<file path="src/rtl/wb2reg_pkg.sv">
// rtl/wb2reg_pkg.sv - shared types and constants for the wb2reg bridge
package wb2reg_pkg;

  typedef enum logic [1:0] {
    IDLE  = 2'd0,
    REQ   = 2'd1,
    RESP  = 2'd2,
    DRAIN = 2'd3
  } state_t;

  localparam int          TO_CYCLES_DEF = 255;
  localparam logic [31:0] ERR_RDATA     = 32'h0;

endpackage

</file>
<file path="src/rtl/wb2reg_bridge_if.sv">
// rtl/wb2reg_bridge_if.sv - Wishbone slave side plus reg-bus initiator side of the bridge
interface wb2reg_bridge_if #(parameter int AW = 11);

  logic          wbs_cyc_i;
  logic          wbs_stb_i;
  logic [31:0]   wbs_adr_i;
  logic          wbs_we_i;
  logic [31:0]   wbs_dat_i;
  logic [3:0]    wbs_sel_i;
  logic [31:0]   wbs_dat_o;
  logic          wbs_ack_o;
  logic          wbs_err_o;

  logic          reg_cs;
  logic          reg_wr;
  logic [AW-1:0] reg_addr;
  logic [31:0]   reg_wdata;
  logic [3:0]    reg_be;
  logic [31:0]   reg_rdata;
  logic          reg_ack;

  // slave: the bridge view; master: the WB master plus reg-bus responder environment
  modport slave (
    input  wbs_cyc_i, wbs_stb_i, wbs_adr_i, wbs_we_i, wbs_dat_i, wbs_sel_i,
    input  reg_rdata, reg_ack,
    output wbs_dat_o, wbs_ack_o, wbs_err_o,
    output reg_cs, reg_wr, reg_addr, reg_wdata, reg_be
  );

  modport master (
    output wbs_cyc_i, wbs_stb_i, wbs_adr_i, wbs_we_i, wbs_dat_i, wbs_sel_i,
    output reg_rdata, reg_ack,
    input  wbs_dat_o, wbs_ack_o, wbs_err_o,
    input  reg_cs, reg_wr, reg_addr, reg_wdata, reg_be
  );

endinterface

</file>
<file path="src/rtl/wb2reg_timer.sv">
// rtl/wb2reg_timer.sv - reg_ack timeout down-counter (used only with WB2REG_TIMEOUT_EN)
module wb2reg_timer #(
  parameter int TO_CYCLES = 255
) (
  input  logic app_clk,
  input  logic srst,
  input  logic load,
  input  logic tick,
  output logic expired
);

  localparam int CW = ($clog2(TO_CYCLES + 1) > 8) ? $clog2(TO_CYCLES + 1) : 8;

  logic [CW-1:0] cnt;

  always_ff @(posedge app_clk) begin
    if (srst) begin
      cnt <= '0;
    end else if (load) begin
      cnt <= CW'(TO_CYCLES);
    end else if (tick && (cnt != '0)) begin
      cnt <= cnt - CW'(1);
    end
  end

  // Fires on the waiting cycle whose decrement would reach zero, so a full
  // TO_CYCLES cycles of waiting are granted before the access is given up.
  assign expired = tick && (cnt <= CW'(1));

endmodule

</file>
<file path="src/rtl/wb2reg_bridge.sv">
// rtl/wb2reg_bridge.sv - Wishbone classic slave to peripheral reg-bus initiator
// Optional reg_ack timeout enabled by defining WB2REG_TIMEOUT_EN.
module wb2reg_bridge
  import wb2reg_pkg::*;
#(
  parameter int AW        = 11,
  parameter int TO_CYCLES = TO_CYCLES_DEF
) (
  input  logic            app_clk,
  input  logic            srst,
  wb2reg_bridge_if.slave  bus
);

  state_t        state;
  logic          cs_q;
  logic          wr_q;
  logic [AW-1:0] addr_q;
  logic [31:0]   wdata_q;
  logic [3:0]    be_q;
  logic [31:0]   dat_q;
  logic          ack_q;
  logic          err_q;
  logic          wb_req;
  logic          expired;
  logic          unused_adr_hi;

  assign wb_req        = bus.wbs_cyc_i && bus.wbs_stb_i;
  assign unused_adr_hi = ^bus.wbs_adr_i[31:AW];

`ifdef WB2REG_TIMEOUT_EN
  localparam bit TIMEOUT_EN = 1'b1;
  logic tmr_load;
  logic tmr_tick;

  // Reload on entry to REQ and on the REQ->DRAIN abort transition.
  assign tmr_load = ((state == IDLE) && wb_req) ||
                    ((state == REQ) && !bus.reg_ack && !bus.wbs_cyc_i);
  assign tmr_tick = ((state == REQ) || (state == DRAIN)) && !bus.reg_ack;

  wb2reg_timer #(.TO_CYCLES(TO_CYCLES)) u_timer (
    .app_clk (app_clk),
    .srst    (srst),
    .load    (tmr_load),
    .tick    (tmr_tick),
    .expired (expired)
  );
`else
  localparam bit TIMEOUT_EN = 1'b0;
  assign expired = 1'b0;
`endif

  always_ff @(posedge app_clk) begin
    if (srst) begin
      state   <= IDLE;
      cs_q    <= 1'b0;
      wr_q    <= 1'b0;
      addr_q  <= '0;
      wdata_q <= '0;
      be_q    <= '0;
      dat_q   <= '0;
      ack_q   <= 1'b0;
      err_q   <= 1'b0;
    end else begin
      case (state)
        IDLE: begin
          if (wb_req) begin
            addr_q  <= bus.wbs_adr_i[AW-1:0];
            wr_q    <= bus.wbs_we_i;
            wdata_q <= bus.wbs_dat_i;
            be_q    <= bus.wbs_sel_i;
            cs_q    <= 1'b1;
            state   <= REQ;
          end
        end
        REQ: begin
          // reg_ack has priority over both abort and timeout
          if (bus.reg_ack) begin
            cs_q  <= 1'b0;
            dat_q <= wr_q ? ERR_RDATA : bus.reg_rdata;
            ack_q <= 1'b1;
            state <= RESP;
          end else if (!bus.wbs_cyc_i) begin
            state <= DRAIN;
          end else if (expired) begin
            cs_q  <= 1'b0;
            dat_q <= ERR_RDATA;
            err_q <= 1'b1;
            state <= RESP;
          end
        end
        RESP: begin
          ack_q <= 1'b0;
          err_q <= 1'b0;
          state <= IDLE;
        end
        DRAIN: begin
          // an issued reg-bus access cannot be cancelled; wait it out silently
          if (bus.reg_ack || expired) begin
            cs_q  <= 1'b0;
            state <= IDLE;
          end
        end
        default: state <= IDLE;
      endcase
    end
  end

  assign bus.reg_cs    = cs_q;
  assign bus.reg_wr    = wr_q;
  assign bus.reg_addr  = addr_q;
  assign bus.reg_wdata = wdata_q;
  assign bus.reg_be    = be_q;
  assign bus.wbs_dat_o = dat_q;
  assign bus.wbs_ack_o = ack_q;
  assign bus.wbs_err_o = TIMEOUT_EN && err_q;

endmodule

</file>
<file path="src/flat_wrapper.sv">
// flat-port wrapper written by rule: the top's interface ports become plain ports
module wb2reg_bridge_flat import wb2reg_pkg::*;
#(
  parameter int AW        = 11,
  parameter int TO_CYCLES = TO_CYCLES_DEF
)
  (app_clk, srst, bus_wbs_cyc_i, bus_wbs_stb_i, bus_wbs_adr_i, bus_wbs_we_i, bus_wbs_dat_i, bus_wbs_sel_i, bus_reg_rdata, bus_reg_ack, bus_wbs_dat_o, bus_wbs_ack_o, bus_wbs_err_o, bus_reg_cs, bus_reg_wr, bus_reg_addr, bus_reg_wdata, bus_reg_be);
  wb2reg_bridge_if #(.AW(AW)) bus_i ();
  input  logic app_clk;
  input  logic srst;
  input wire logic [$bits(bus_i.wbs_cyc_i)-1:0] bus_wbs_cyc_i;
  input wire logic [$bits(bus_i.wbs_stb_i)-1:0] bus_wbs_stb_i;
  input wire logic [$bits(bus_i.wbs_adr_i)-1:0] bus_wbs_adr_i;
  input wire logic [$bits(bus_i.wbs_we_i)-1:0] bus_wbs_we_i;
  input wire logic [$bits(bus_i.wbs_dat_i)-1:0] bus_wbs_dat_i;
  input wire logic [$bits(bus_i.wbs_sel_i)-1:0] bus_wbs_sel_i;
  input wire logic [$bits(bus_i.reg_rdata)-1:0] bus_reg_rdata;
  input wire logic [$bits(bus_i.reg_ack)-1:0] bus_reg_ack;
  output wire logic [$bits(bus_i.wbs_dat_o)-1:0] bus_wbs_dat_o;
  output wire logic [$bits(bus_i.wbs_ack_o)-1:0] bus_wbs_ack_o;
  output wire logic [$bits(bus_i.wbs_err_o)-1:0] bus_wbs_err_o;
  output wire logic [$bits(bus_i.reg_cs)-1:0] bus_reg_cs;
  output wire logic [$bits(bus_i.reg_wr)-1:0] bus_reg_wr;
  output wire logic [$bits(bus_i.reg_addr)-1:0] bus_reg_addr;
  output wire logic [$bits(bus_i.reg_wdata)-1:0] bus_reg_wdata;
  output wire logic [$bits(bus_i.reg_be)-1:0] bus_reg_be;
  assign bus_i.wbs_cyc_i = bus_wbs_cyc_i;
  assign bus_i.wbs_stb_i = bus_wbs_stb_i;
  assign bus_i.wbs_adr_i = bus_wbs_adr_i;
  assign bus_i.wbs_we_i = bus_wbs_we_i;
  assign bus_i.wbs_dat_i = bus_wbs_dat_i;
  assign bus_i.wbs_sel_i = bus_wbs_sel_i;
  assign bus_i.reg_rdata = bus_reg_rdata;
  assign bus_i.reg_ack = bus_reg_ack;
  assign bus_wbs_dat_o = bus_i.wbs_dat_o;
  assign bus_wbs_ack_o = bus_i.wbs_ack_o;
  assign bus_wbs_err_o = bus_i.wbs_err_o;
  assign bus_reg_cs = bus_i.reg_cs;
  assign bus_reg_wr = bus_i.reg_wr;
  assign bus_reg_addr = bus_i.reg_addr;
  assign bus_reg_wdata = bus_i.reg_wdata;
  assign bus_reg_be = bus_i.reg_be;
  wb2reg_bridge #(.AW(AW), .TO_CYCLES(TO_CYCLES)) u_core (.app_clk(app_clk), .srst(srst), .bus(bus_i));
endmodule
</file>
<file path="config.mk">
export PLATFORM = sky130hd
export DESIGN_NAME = wb2reg_bridge_flat
export DESIGN_NICKNAME = d
export VERILOG_FILES = /design/src/rtl/wb2reg_pkg.sv /design/src/rtl/wb2reg_bridge_if.sv /design/src/rtl/wb2reg_timer.sv /design/src/rtl/wb2reg_bridge.sv /design/src/flat_wrapper.sv
export SDC_FILE = /design/constraint.sdc
export NUM_CORES = 1
export LEC_CHECK = 0
export ABC_AREA = 1
export CORE_UTILIZATION = 41
export CTS_CLUSTER_DIAMETER = 150
export DETAILED_ROUTE_END_ITERATION = 8
export PLACE_DENSITY = 0.94
export SLEW_MARGIN = 20
export SYNTH_ARGS = -nofsm -noshare
export SYNTH_HDL_FRONTEND = slang
export SYNTH_HIERARCHICAL = 1
export SYNTH_SLANG_ARGS = --single-unit
</file>
<file path="constraint.sdc">
create_clock -name app_clk -period 3.4 [get_ports app_clk]
set_clock_uncertainty 0.05 [all_clocks]
set_input_delay 0.51 -clock app_clk [delete_from_list [all_inputs] [get_ports app_clk]]
set_output_delay 0.51 -clock app_clk [all_outputs]
set_load 0.02 [all_outputs]
</file>
==> impl_metrics.ini <==
[critical_path]
worstPathMaxFanout = 50
r2r.worst_path.cells = 6
timing.critical_path.from_type = primary input
worstPathArrival_ns = 2.45
setup.worst_path.end_class = flip-flop
cp.required_ns = 3.61
crit_type = in -> reg

[place]
io_buffers = 166
detailedPlacementHpwl_um = 5920
gp_routability_congestion = 0.738

[pwr]
sw_frac_of_total_pct = 27.4
net-switching-power_w = 0.000646
pwr_density_cell_mw_per_mm2 = 468
static_leakage_nw = 2.01
report.power.total_w = 0.00236
vdd.ir_drop.worst_mv = 0.315
internal_power_w = 0.00171
combinationalPowerShare_pct = 23.0
pwr-share-clk_pct = 30.3
power.sequential.fraction_pct = 46.7

[drt]
route.antenna.remaining_nets = 0
drc_errors = 0
detail_route.wirelength_um = 8410
detail_route.wl_per_cell_um = 12.5
drt_first_pass_iters = 4
detailroute.via_count = 3139
via_per_inst = 4.67
detailedRoute.firstIterationViolations = 137

[finish]
drive_above_1_share_pct = 6.28
num_antenna_cells = 0
mostFrequentLayoutCells = sky130_fd_sc_hd__clkdlybuf4s50_1 (166), sky130_fd_sc_hd__nor2_1 (122), sky130_fd_sc_hd__dfxtp_1 (84), sky130_fd_sc_hd__o21ai_1 (70), sky130_fd_sc_hd__o21ai_0 (43)
areaGrowthSynthToFinish_pct = 56.6
final_common_cell = sky130_fd_sc_hd__clkdlybuf4s50_1
final_net_count = 674
layout.core_utilization_pct = 68.0

[timing]
report.final.setup_viol = 0
fin_crit_ns = 2.23
grt_setup_unrepaired = false
clock.fmax_ghz = 0.447
max_slew_margin_vs_limit_pct = 54.0
worst_pin_slew_ns = 0.689
timing.final.hold_violations = 0
setup-tns-final_ns = 0
slew_viol_final = 0
period_share_pct = 65.7

[hold_path]
whs_path_depth = 2
min_path_type = reg -> reg

[clocking]
cts.hold.buffers_added = 0
insertion_delay_ns = 0.32
cts.sink_count = 84
cts-resized-gates = 0
buffer_levels_on_the_longest_clock_path = 2
clkTransAtPathRegs_ns = 0.08
clockRootBuffer = sky130_fd_sc_hd__clkbuf_8
tritoncts.num_buffers = 9
cts_tree = built
ctsHtreeMaxLevel = 3
cts_post_setup_buffers_inserted = 0

[floorplanning]
initial_core_util_pct = 43.4
die_width_um = 90.6
placement_rows = 31
io_pins = 189
die-height_um = 90.6
design.core.area_mm2 = 0.00741
fp.dieArea_mm2 = 0.00821

[global_route]
first_global_vias = 2986
largest_net_degree_at_the_start_of_global_routing = 65
grt_usage_pct = 20.3
antenna_violations_before_repair = 0
overflow = 0
first_pass_grt_wire_length_um = 13700

[run]
max_cap_violations = 0

[outcome]
status = complete, no violations

[synthesis]
synthesis.area_mm2 = 0.00322
ys_seq_elements = 84
synthesized_nets = 522
ys.warnings.count = 6
postSynthAreaPerCell_um2 = 7.74
synth.distinct_cells = 21
synthCells = 416
proportion_of_synthesized_chip_area_in_sequential_cells_pct = 52.3
power groups by stage:
stage / Clock [W] / Sequential [W] / Combinational, W
2_1_floorplan: 0 / 0.00121 / 0.000190
3_3_place_gp: 0 / 0.00112 / 0.000530
3_5_place_dp: 0 / 0.00112 / 0.000541
4_1_cts: 0.000731 / 0.00110 / 0.000545
5_1_grt: 0.000773 / 0.00111 / 0.000588
6_report: 0.000714 / 0.00110 / 0.000541
kinds of logic (layout without fill, tap and decap cells):
logic type,Yosys count,after routing,share of synthesized area [%]
compound gates,117,117,18.3
buf+inv,70,227,11.2
flops,84,84,52.3
other cells,1,1,0.117
simple gates,144,144,18.2
sequential cells by signal, indices dropped and copies added (netlist names):
| name | count |
|---|---|
| u_core/bus.reg_cs | 1 |
| u_core/bus.wbs_ack_o | 1 |
| u_core/bus.reg_addr | 11 |
| u_core/bus.reg_wdata | 32 |
| u_core/state | 2 |
| u_core/bus.reg_wr | 1 |
| u_core/bus.reg_be | 4 |
| u_core/bus.wbs_dat_o | 32 |
cells in the mapped netlist:
master                     instances  area [µm²]
sky130_fd_sc_hd__nor2_1          122         458
sky130_fd_sc_hd__dfxtp_1          84        1680
sky130_fd_sc_hd__o21ai_1          70         350
sky130_fd_sc_hd__o21ai_0          43         215
sky130_fd_sc_hd__inv_1            38         143
sky130_fd_sc_hd__clkbuf_1         13        48.8
sky130_fd_sc_hd__nor2_2           12        75.1
sky130_fd_sc_hd__buf_6             9         101
sky130_fd_sc_hd__nand2_1           6        22.5
sky130_fd_sc_hd__buf_2             4        20.0
sky130_fd_sc_hd__a21oi_1           3        15.0
sky130_fd_sc_hd__buf_4             2        15.0
sky130_fd_sc_hd__inv_2             2        7.51
sky130_fd_sc_hd__buf_12            1        20.0
sky130_fd_sc_hd__clkbuf_2          1        5.00
sky130_fd_sc_hd__conb_1            1        3.75
sky130_fd_sc_hd__nand2_2           1        6.26
sky130_fd_sc_hd__nand2_4           1        11.3
sky130_fd_sc_hd__nand3_1           1        5.00
sky130_fd_sc_hd__nand4_1           1        6.26
sky130_fd_sc_hd__o211ai_1          1        7.51
worst max-delay path: stages:
cell and delay (ns):
sky130_fd_sc_hd__clkdlybuf4s50_1 0.47, sky130_fd_sc_hd__nand2_1 0.09, sky130_fd_sc_hd__inv_1 0.10, sky130_fd_sc_hd__nand2_4 0.26, sky130_fd_sc_hd__inv_2 0.54, sky130_fd_sc_hd__buf_4 0.27
sky130_fd_sc_hd__nor2_1 0.05, sky130_fd_sc_hd__nor2_1 0.12
stage by stage:
step / cell area [µm²] / hold WS (ns) / setup WS (ns) / cells
after floorplan: 3220 / 0.484 / 2.05 / 416
after global placement: 4840 / 0.401 / 0.860 / 656
after detailed placement: 4840 / 0.408 / 0.806 / 656
after CTS: 5040 / 0.421 / 1.17 / 672
after global routing: 5040 / 0.458 / 0.989 / 672
final: 5040 / 0.421 / 1.17 / 672
path summary, 6_finish.rpt:
check	from	endpoint	slack (ns)
worst max-delay path	bus_wbs_cyc_i	u_core/bus.reg_wdata[2]	1.17
worst min-delay path	u_core/bus.reg_cs	u_core/bus.reg_cs	0.42
worst max register to register	u_core/state[1]	u_core/bus.reg_wdata[2]	1.35
worst min register to register	u_core/bus.reg_cs	u_core/bus.reg_cs	0.42
routing by layer:
layer | part of all wire [%] | global-route usage (%) | up-vias
met3 | 9.5 | 7.32 | 9
met4 | 1.5 | 6.85 | 0
li1 | - | - | 1616
met5 | 0 | 0 | -
met2 | 47 | 34.8 | 124
met1 | 42 | 23.3 | 1390
final cells by class:
class | instances | area [µm²]
well taps | 99 | 124
multi-input cells | 262 | 1180
flip-flops and latches | 84 | 1680
inverters | 40 | 150
clock buffers | 12 | 155
clock inverters | 4 | 47.5
repair buffers | 171 | 1700
fillers | 582 | 2370
Power figures use the tool's default switching activity.
